===== config.mk =====
export PLATFORM = sky130hd
export DESIGN_NAME = ucode_stk_arb_flat
export DESIGN_NICKNAME = d
export VERILOG_FILES = /design/src/rtl/ucode_stk_arb_if.sv /design/src/rtl/ucode_stk_arb.sv /design/src/flat_wrapper.sv
export SDC_FILE = /design/constraint.sdc
export NUM_CORES = 1
export LEC_CHECK = 0
export BUFFER_PORTS_ARGS = -buffer_cell sky130_fd_sc_hd__buf_2
export CORE_AREA = 2 2 39 41
export DETAILED_ROUTE_END_ITERATION = 10
export DIE_AREA = 0 0 41 43
export PLACE_DENSITY = 0.65
export SLEW_MARGIN = 20
export SYNTH_ARGS = -nofsm -noshare
export SYNTH_HDL_FRONTEND = slang
export SYNTH_SLANG_ARGS = --single-unit

===== constraint.sdc =====
create_clock -name clk -period 4.43 [get_ports clk]
set_input_delay 0.2215 -clock clk [delete_from_list [all_inputs] [get_ports clk]]
set_output_delay 0.2215 -clock clk [all_outputs]
set_load 0.01 [all_outputs]

===== src/rtl/ucode_stk_arb_if.sv =====
// Stack-cache port bundle shared by the IU pipeline, the ucode sequencer and the
// arbiter. The requesters and the stack cache sit on the master side; the
// arbiter uses the slave side.
interface ucode_stk_arb_if;
  logic pipe_req;
  logic pipe_wr;
  logic u_f01_wt_stk;
  logic u_f02_rd_stk;
  logic u_done;
  logic u_abt_cur;
  logic u_abt_rdwt;
  logic ie_kill_ucode;
  logic sc_ack;
  logic gnt_pipe;
  logic gnt_ucode;
  logic port_wr;
  logic sc_abort;
  logic pipe_stall;
  logic ucode_stall;

  modport master (
    output pipe_req, pipe_wr, u_f01_wt_stk, u_f02_rd_stk, u_done,
           u_abt_cur, u_abt_rdwt, ie_kill_ucode, sc_ack,
    input  gnt_pipe, gnt_ucode, port_wr, sc_abort, pipe_stall, ucode_stall
  );

  modport slave (
    input  pipe_req, pipe_wr, u_f01_wt_stk, u_f02_rd_stk, u_done,
           u_abt_cur, u_abt_rdwt, ie_kill_ucode, sc_ack,
    output gnt_pipe, gnt_ucode, port_wr, sc_abort, pipe_stall, ucode_stall
  );
endinterface


===== src/rtl/ucode_stk_arb.sv =====
// Arbiter for the single stack-cache access port shared by the IU pipeline and
// the ucode sequencer. One access outstanding at a time; ucode aborts/kills
// cancel a ucode access in flight; a starvation counter bounds how many
// consecutive ucode grants can be taken while the pipeline waits.
//
// state     | meaning
// ----------+------------------------------------------------------------
// IDLE      | port free, arbitrate every cycle
// PIPE_BUSY | pipeline owns the port, waiting for sc_ack
// UC_BUSY   | ucode owns the port, waiting for sc_ack (abort/kill cancels)
// ABORT     | one-cycle sc_abort to the stack cache, then back to IDLE
module ucode_stk_arb #(
  parameter int STARVE_MAX = 4,
  parameter int CNT_W      = 4
) (
  input logic            clk,
  input logic            reset_l,
  ucode_stk_arb_if.slave bus
);

  typedef enum logic [1:0] {
    IDLE      = 2'd0,
    PIPE_BUSY = 2'd1,
    UC_BUSY   = 2'd2,
    ABORT     = 2'd3
  } state_t;

  localparam logic [CNT_W-1:0] STARVE_LIM = CNT_W'(STARVE_MAX);

  state_t           state;
  logic [CNT_W-1:0] cnt;
  logic             gnt_pipe_q;
  logic             gnt_ucode_q;
  logic             port_wr_q;
  logic             sc_abort_q;

  logic u_req;
  logic busy_ack;
  logic arb_en;
  logic starve_ok;
  logic win_uc;
  logic win_pipe;
  logic uc_cancel;
  logic cnt_clr;

  // Request qualification, arbitration decision and cancel detection.
  always_comb begin
    u_req     = (bus.u_f01_wt_stk | bus.u_f02_rd_stk) & ~bus.u_abt_rdwt & ~bus.ie_kill_ucode;
    busy_ack  = ((state == PIPE_BUSY) | (state == UC_BUSY)) & bus.sc_ack;
    arb_en    = (state == IDLE) | busy_ack;
    starve_ok = (cnt < STARVE_LIM);
    win_uc    = arb_en & u_req & (~bus.pipe_req | starve_ok);
    win_pipe  = arb_en & ~win_uc & bus.pipe_req;
    // An ack in the same cycle as an abort/kill completes the access instead.
    uc_cancel = (state == UC_BUSY) & (bus.u_abt_cur | bus.ie_kill_ucode) & ~bus.sc_ack;
    cnt_clr   = ~bus.pipe_req | bus.u_done | bus.ie_kill_ucode | win_pipe;
  end

  // Port ownership FSM with registered grant, write qualifier and abort strobe.
  always_ff @(posedge clk or negedge reset_l) begin
    if (!reset_l) begin
      state       <= IDLE;
      gnt_pipe_q  <= 1'b0;
      gnt_ucode_q <= 1'b0;
      port_wr_q   <= 1'b0;
      sc_abort_q  <= 1'b0;
    end else begin
      case (state)
        IDLE, PIPE_BUSY, UC_BUSY: begin
          if (uc_cancel) begin
            state       <= ABORT;
            gnt_pipe_q  <= 1'b0;
            gnt_ucode_q <= 1'b0;
            port_wr_q   <= 1'b0;
            sc_abort_q  <= 1'b1;
          end else if (win_uc) begin
            state       <= UC_BUSY;
            gnt_pipe_q  <= 1'b0;
            gnt_ucode_q <= 1'b1;
            // Both ucode bits set is treated as a write.
            port_wr_q   <= bus.u_f01_wt_stk;
            sc_abort_q  <= 1'b0;
          end else if (win_pipe) begin
            state       <= PIPE_BUSY;
            gnt_pipe_q  <= 1'b1;
            gnt_ucode_q <= 1'b0;
            port_wr_q   <= bus.pipe_wr;
            sc_abort_q  <= 1'b0;
          end else if (arb_en) begin
            state       <= IDLE;
            gnt_pipe_q  <= 1'b0;
            gnt_ucode_q <= 1'b0;
            port_wr_q   <= 1'b0;
            sc_abort_q  <= 1'b0;
          end
        end
        ABORT: begin
          state       <= IDLE;
          gnt_pipe_q  <= 1'b0;
          gnt_ucode_q <= 1'b0;
          port_wr_q   <= 1'b0;
          sc_abort_q  <= 1'b0;
        end
        default: begin
          state       <= IDLE;
          gnt_pipe_q  <= 1'b0;
          gnt_ucode_q <= 1'b0;
          port_wr_q   <= 1'b0;
          sc_abort_q  <= 1'b0;
        end
      endcase
    end
  end

  // Starvation counter: consecutive ucode grants taken while the pipeline waits.
  always_ff @(posedge clk or negedge reset_l) begin
    if (!reset_l) begin
      cnt <= '0;
    end else if (cnt_clr) begin
      cnt <= '0;
    end else if (win_uc && (cnt < STARVE_LIM)) begin
      cnt <= cnt + CNT_W'(1);
    end
  end

  // Registered grants out; stalls are combinational so they drop in the ack cycle.
  always_comb begin
    bus.gnt_pipe    = gnt_pipe_q;
    bus.gnt_ucode   = gnt_ucode_q;
    bus.port_wr     = port_wr_q;
    bus.sc_abort    = sc_abort_q;
    bus.pipe_stall  = bus.pipe_req & ~(gnt_pipe_q & bus.sc_ack);
    bus.ucode_stall = u_req & ~(gnt_ucode_q & bus.sc_ack);
  end

endmodule

===== src/flat_wrapper.sv =====
// flat-port wrapper written by rule: the top's interface ports become plain ports
module ucode_stk_arb_flat 
#(
  parameter int STARVE_MAX = 4,
  parameter int CNT_W      = 4
)
  (clk, reset_l, bus_pipe_req, bus_pipe_wr, bus_u_f01_wt_stk, bus_u_f02_rd_stk, bus_u_done, bus_u_abt_cur, bus_u_abt_rdwt, bus_ie_kill_ucode, bus_sc_ack, bus_gnt_pipe, bus_gnt_ucode, bus_port_wr, bus_sc_abort, bus_pipe_stall, bus_ucode_stall);
  ucode_stk_arb_if bus_i ();
  input logic clk;
  input logic reset_l;
  input wire logic [$bits(bus_i.pipe_req)-1:0] bus_pipe_req;
  input wire logic [$bits(bus_i.pipe_wr)-1:0] bus_pipe_wr;
  input wire logic [$bits(bus_i.u_f01_wt_stk)-1:0] bus_u_f01_wt_stk;
  input wire logic [$bits(bus_i.u_f02_rd_stk)-1:0] bus_u_f02_rd_stk;
  input wire logic [$bits(bus_i.u_done)-1:0] bus_u_done;
  input wire logic [$bits(bus_i.u_abt_cur)-1:0] bus_u_abt_cur;
  input wire logic [$bits(bus_i.u_abt_rdwt)-1:0] bus_u_abt_rdwt;
  input wire logic [$bits(bus_i.ie_kill_ucode)-1:0] bus_ie_kill_ucode;
  input wire logic [$bits(bus_i.sc_ack)-1:0] bus_sc_ack;
  output wire logic [$bits(bus_i.gnt_pipe)-1:0] bus_gnt_pipe;
  output wire logic [$bits(bus_i.gnt_ucode)-1:0] bus_gnt_ucode;
  output wire logic [$bits(bus_i.port_wr)-1:0] bus_port_wr;
  output wire logic [$bits(bus_i.sc_abort)-1:0] bus_sc_abort;
  output wire logic [$bits(bus_i.pipe_stall)-1:0] bus_pipe_stall;
  output wire logic [$bits(bus_i.ucode_stall)-1:0] bus_ucode_stall;
  assign bus_i.pipe_req = bus_pipe_req;
  assign bus_i.pipe_wr = bus_pipe_wr;
  assign bus_i.u_f01_wt_stk = bus_u_f01_wt_stk;
  assign bus_i.u_f02_rd_stk = bus_u_f02_rd_stk;
  assign bus_i.u_done = bus_u_done;
  assign bus_i.u_abt_cur = bus_u_abt_cur;
  assign bus_i.u_abt_rdwt = bus_u_abt_rdwt;
  assign bus_i.ie_kill_ucode = bus_ie_kill_ucode;
  assign bus_i.sc_ack = bus_sc_ack;
  assign bus_gnt_pipe = bus_i.gnt_pipe;
  assign bus_gnt_ucode = bus_i.gnt_ucode;
  assign bus_port_wr = bus_i.port_wr;
  assign bus_sc_abort = bus_i.sc_abort;
  assign bus_pipe_stall = bus_i.pipe_stall;
  assign bus_ucode_stall = bus_i.ucode_stall;
  ucode_stk_arb #(.STARVE_MAX(STARVE_MAX), .CNT_W(CNT_W)) u_core (.clk(clk), .reset_l(reset_l), .bus(bus_i));
endmodule

* Word level (Yosys, flattened, before mapping)
Index checks and enable logic that the tools add are counted.
Storage, ports and cells: register bits 10, output and inout port bits 6, logic and storage cells 67
Operators by class: add/sub/neg operators 1, $lt $le $gt $ge 1, equal/unequal tests 4, mux-type cells 23, bitwise operators 28, reduce and logical (&&, ||, !) cells 4
Operators with widths (number):
- $and A1 B1 Y1 | 13
- $mux W1 | 12
- $mux W2 | 4
- $mux W4 | 2
- $or A1 B1 Y1 | 8
- $pmux W1 S2 | 4
- $not A1 Y1 | 7
- $ne A5 B1 Y1 const B | 1
- $add A4 B1 Y4 const B | 1
- $eq A2 B2 Y1 const B | 2
- $lt A4 B3 Y1 const B | 1
- $pmux W2 S2 | 1
- $reduce_or A3 Y1 | 1
- $eq A2 B1 Y1 const B | 1
- $logic_not A2 Y1 | 1
- $reduce_bool A2 Y1 | 1
- $logic_and A1 B1 Y1 | 1

* Depth between registers and ports, before layout
depth after elaboration 13, mapped depth 6, mapped depth without buffers 6

* Worst setup path before layout
OpenSTA, ideal clock, no wires.
kind register -> register, start register u_core.state[0], end register u_core.port_wr_q (netlist: u_core.bus.port_wr), library setup time 0.126 ns, arrival 1.537 ns, setup slack 2.767 ns, cell stages (with the launch flop) 7, path buffers 0, path through dfrtp_1 > inv_1 > ha_1 > a21oi_1 > a2111o_1 > nor4b_2 > a221o_1
On the way: cells in the longest elaborated chain, start to end 13, elaborated cells on any way between the ends 20
Ends and longest elaborated chain:
- start: declaration | line ucode_stk_arb.sv:30 | state_t state;
- start signal: assignment | line ucode_stk_arb.sv:62 | state <= IDLE;
- start signal: assignment | line ucode_stk_arb.sv:71 | state <= ABORT;
- start signal: assignment | line ucode_stk_arb.sv:77 | state <= UC_BUSY;
- $eq A2 B1 Y1 or $eq A2 B2 Y1 (tied branches) | line ucode_stk_arb.sv:49, ucode_stk_arb.sv:68, ucode_stk_arb.sv:55
- $or A1 B1 Y1 | line ucode_stk_arb.sv:49 | busy_ack = ((state == PIPE_BUSY) | (state == UC_BUSY)) & bus.sc_ack;
- $and A1 B1 Y1 | line ucode_stk_arb.sv:49
- $or A1 B1 Y1 | line ucode_stk_arb.sv:50 | arb_en = (state == IDLE) | busy_ack;
- $and A1 B1 Y1 (2 in a row) | line ucode_stk_arb.sv:52 | win_uc = arb_en & u_req & (~bus.pipe_req | starve_ok);
- $not A1 Y1 | line ucode_stk_arb.sv:53 | win_pipe = arb_en & ~win_uc & bus.pipe_req;
- $and A1 B1 Y1 (2 in a row) | line ucode_stk_arb.sv:53
- $mux W1 | line ucode_stk_arb.sv:83 | end else if (win_pipe) begin
- $mux W1 | line ucode_stk_arb.sv:76 | end else if (win_uc) begin
- $mux W1 | line ucode_stk_arb.sv:70 | if (uc_cancel) begin
- $pmux W1 S2 | line ucode_stk_arb.sv:68 | case (state)
- end signal: assignment | line ucode_stk_arb.sv:81 | port_wr_q <= bus.u_f01_wt_stk;
- end signal: assignment | line ucode_stk_arb.sv:87 | port_wr_q <= bus.pipe_wr;
- end: declaration | line ucode_stk_arb.sv:34 | logic port_wr_q;
Several ways; a longest one is shown, not always the timed one. A chain may end at the register's enable or synchronous reset.

* Final worst setup path
start register u_core.state[1], end register u_core.port_wr_q (netlist: u_core.bus.port_wr)
The elaborated chain is that of the path after synthesis.

==> impl_metrics.tcl <==
set metrics [dict create \
    fin_crit_ns 1.84 \
    ant_nets 0 \
    synth.avg_cell_area_um2 10.3 \
    coreArea_um2 1380 \
    max_freq_mhz 544 \
    path_max_fanout 6 \
    start_util_pct 41.7 \
    grt-ovfl-total 0 \
    worst_pin_slew_ns 0.405 \
    drt_first_pass_iters 3 \
    cts_setup_buffers 0 \
    root_buffer "clkbuf_4" \
    num_vias 490 \
    cap_viol_max_count 0 \
    clk_latency_ns 0.25 \
    crit_required_ns 4.62 \
    peakVddDrop_v 0.000296 \
    ys_ff_latch 10 \
    crit_type "reg2reg" \
    routedWlPerCell_um 13.0 \
    gr-usage-all-layers_pct 16.5 \
    grt_max_degree 11 \
    hold_path.class "in2reg" \
    ys_seq_area_share_pct 43.4 \
    drt_iter0_markers 7 \
    p_leak_nw 0.385 \
    finalNetCount 94 \
    cts_hold_buf 1 \
    post-place-ws_ns 2.61 \
    cts_tree "yes" \
    fin_cells 92 \
    io_pins 17 \
    grt_pass1_vias 444 \
    rsz0062_at_grt "no" \
    cts_buffers 3 \
    syn_nets 72 \
    ys_types 24 \
    clock_path_buffers 2 \
    cp-start-kind "flip-flop" \
    vias_per_cell 5.33 \
    setup_ws_ns 2.59 \
    async_flop_share_pct 100 \
    std_cell_rows 14 \
    synth_ff_type "dfrtp_1" \
    gp_congestion 0.749 \
    crit_path_end_kind "flip-flop" \
    p_per_area_nw_per_um2 507 \
    skew_ns 0.00401 \
    fin_util_pct 51.3 \
    dieArea_um2 1760 \
    setup_viol 0 \
    yosysWarnings 0 \
    wirelength_mm 1.20 \
    drive_gt1_share_pct 30.3 \
    netlist_area_um2 577 \
    die_h_um 43 \
    area_growth_pct 23.0 \
    antenna_found_initial 0 \
    die_w_um 41 \
    dp_cells 88 \
    fin_total_pwr_mw 0.360 \
    hold_viol_final 0 \
    cts.repair.resized 0 \
    status "complete, no violations" \
    htreeDepth 1 \
    io_buffer_count 16 \
    cts_sinks 10 \
    path_clk_slew_ns 0.06 \
    syn_inst 56 \
    grt_pass1_wl_mm 1.89 \
    timing.final.crit_share_pct 41.5 \
    arrival_ns 2.03 \
    setup_tns_ns 0 \
    dp_hpwl_um 971 \
    fillCellCount 147 \
    drcViolationCount 0 \
    finalMaxSlewViolations 0 \
    relSlewSlack_pct 72.9 \
    synth_edf_count 0 \
    n_antenna_cell 0 \
]
## layout make-up
class | count | area, um2 | share of cell area (%)
Inverter | 4 | 15.0 | 2.12
Sequential cell | 10 | 250 | 35.3
Multi-Input combinational cell | 42 | 312 | 43.9
Tap cell | 16 | 20.0 | 2.82
Timing Repair Buffer | 17 | 90.1 | 12.7
Clock buffer | 3 | 22.5 | 3.17
## state kept, by name, indices dropped and copies added, names as in the netlist
register,flops
u_core.bus.gnt_ucode,1
u_core.state,2
u_core.bus.gnt_pipe,1
u_core.bus.sc_abort,1
u_core.cnt,4
u_core.bus.port_wr,1
## cells in the mapped netlist (all sizes together), types with 2 or more instances
library cell	count	area [um2]
a21o	5	37.5
a21oi	5	25.0
dfrtp	10	250
ha	5	62.6
inv	4	15.0
nand2	2	7.51
nor2	5	18.8
nor3	5	30.0
or2	2	15.0
## power breakdown
part	switching [mW]	leakage [nW]	internal, mW	total, mW
clock	0.0256	0.0138	0.0311	0.0567
combinational	0.0959	0.237	0.0694	0.165
sequential	0.0220	0.134	0.116	0.138
## stage by stage
stage	area [um2]	hold slack, ns
2_1_floorplan	577	-0.0741
3_3_place_gp	677	0.0896
3_5_place_dp	677	0.0876
4_1_cts	709	0.208
5_1_grt	709	0.202
6_report	709	0.213
## kinds of logic after synthesis
group / count (synthesis) / synth area share (%)
compound gates: 19 / 24.7
simple gates: 18 / 18.4
flops: 10 / 43.4
fa+ha+maj: 5 / 10.8
buf+inv: 4 / 2.60
## worst max-delay path, stage by stage (launching register included)
cell	delay, ns
dfrtp_1	0.44
inv_1	0.06
ha_1	0.29
a21oi_1	0.14
a2111o_1	0.46
nor4b_2	0.24
a221o_1	0.15
## routing by layer
| metal | track usage (%) | vias up | routed length, um | part of all wire [%] |
|---|---|---|---|---|
| li1 | - | 252 | - | - |
| met1 | 22.0 | 222 | 578 | 48 |
| met4 | 10.0 | 0 | 10 | 0.83 |
| met2 | 23.4 | 14 | 527 | 44 |
| met5 | 0 | - | 0 | 0 |
| met3 | 3.66 | 2 | 84 | 7.0 |
## cell usage in the layout, fill, tap and decap left out
cell and count:
buf_2 16, dfrtp_1 10, nor2_1 5, a21o_1 5, a21oi_1 5, ha_1 5
inv_1 4, nor3_1 4, clkbuf_4 3, nand2_1 2, a21boi_0 1, or2_4 1
a211oi_1 1, o211a_1 1, nor3_2 1, or2_1 1, o311ai_1 1, a2111o_1 1
nor4b_2 1, a221o_1 1, o211ai_1 1, o2bb2ai_1 1, or3b_2 1, a32oi_1 1
nand4_1 1, nand3_1 1, dlygate4sd3_1 1
## path summary, 6_finish.rpt
check                                                   to  cells past startpoint  slack [ns]                       startpoint
min in group asynchronous      u_core.state[0]$_DFFE_PN0P_                      2        0.35                          reset_l
hold reg to reg            u_core.bus.sc_abort$_DFFE_PN0P_                      1        0.48  u_core.bus.sc_abort$_DFFE_PN0P_
max in group asynchronous        u_core.cnt[0]$_DFFE_PN0P_                      2        3.90                          reset_l
setup / recovery            u_core.bus.port_wr$_DFFE_PN0P_                      6        2.59      u_core.state[1]$_DFFE_PN0P_
hold / removal              u_core.bus.port_wr$_DFFE_PN0P_                      2        0.21                      bus_pipe_wr
setup reg to reg            u_core.bus.port_wr$_DFFE_PN0P_                      6        2.59      u_core.state[1]$_DFFE_PN0P_
Note: power is estimated with default switching activity, not from simulation.
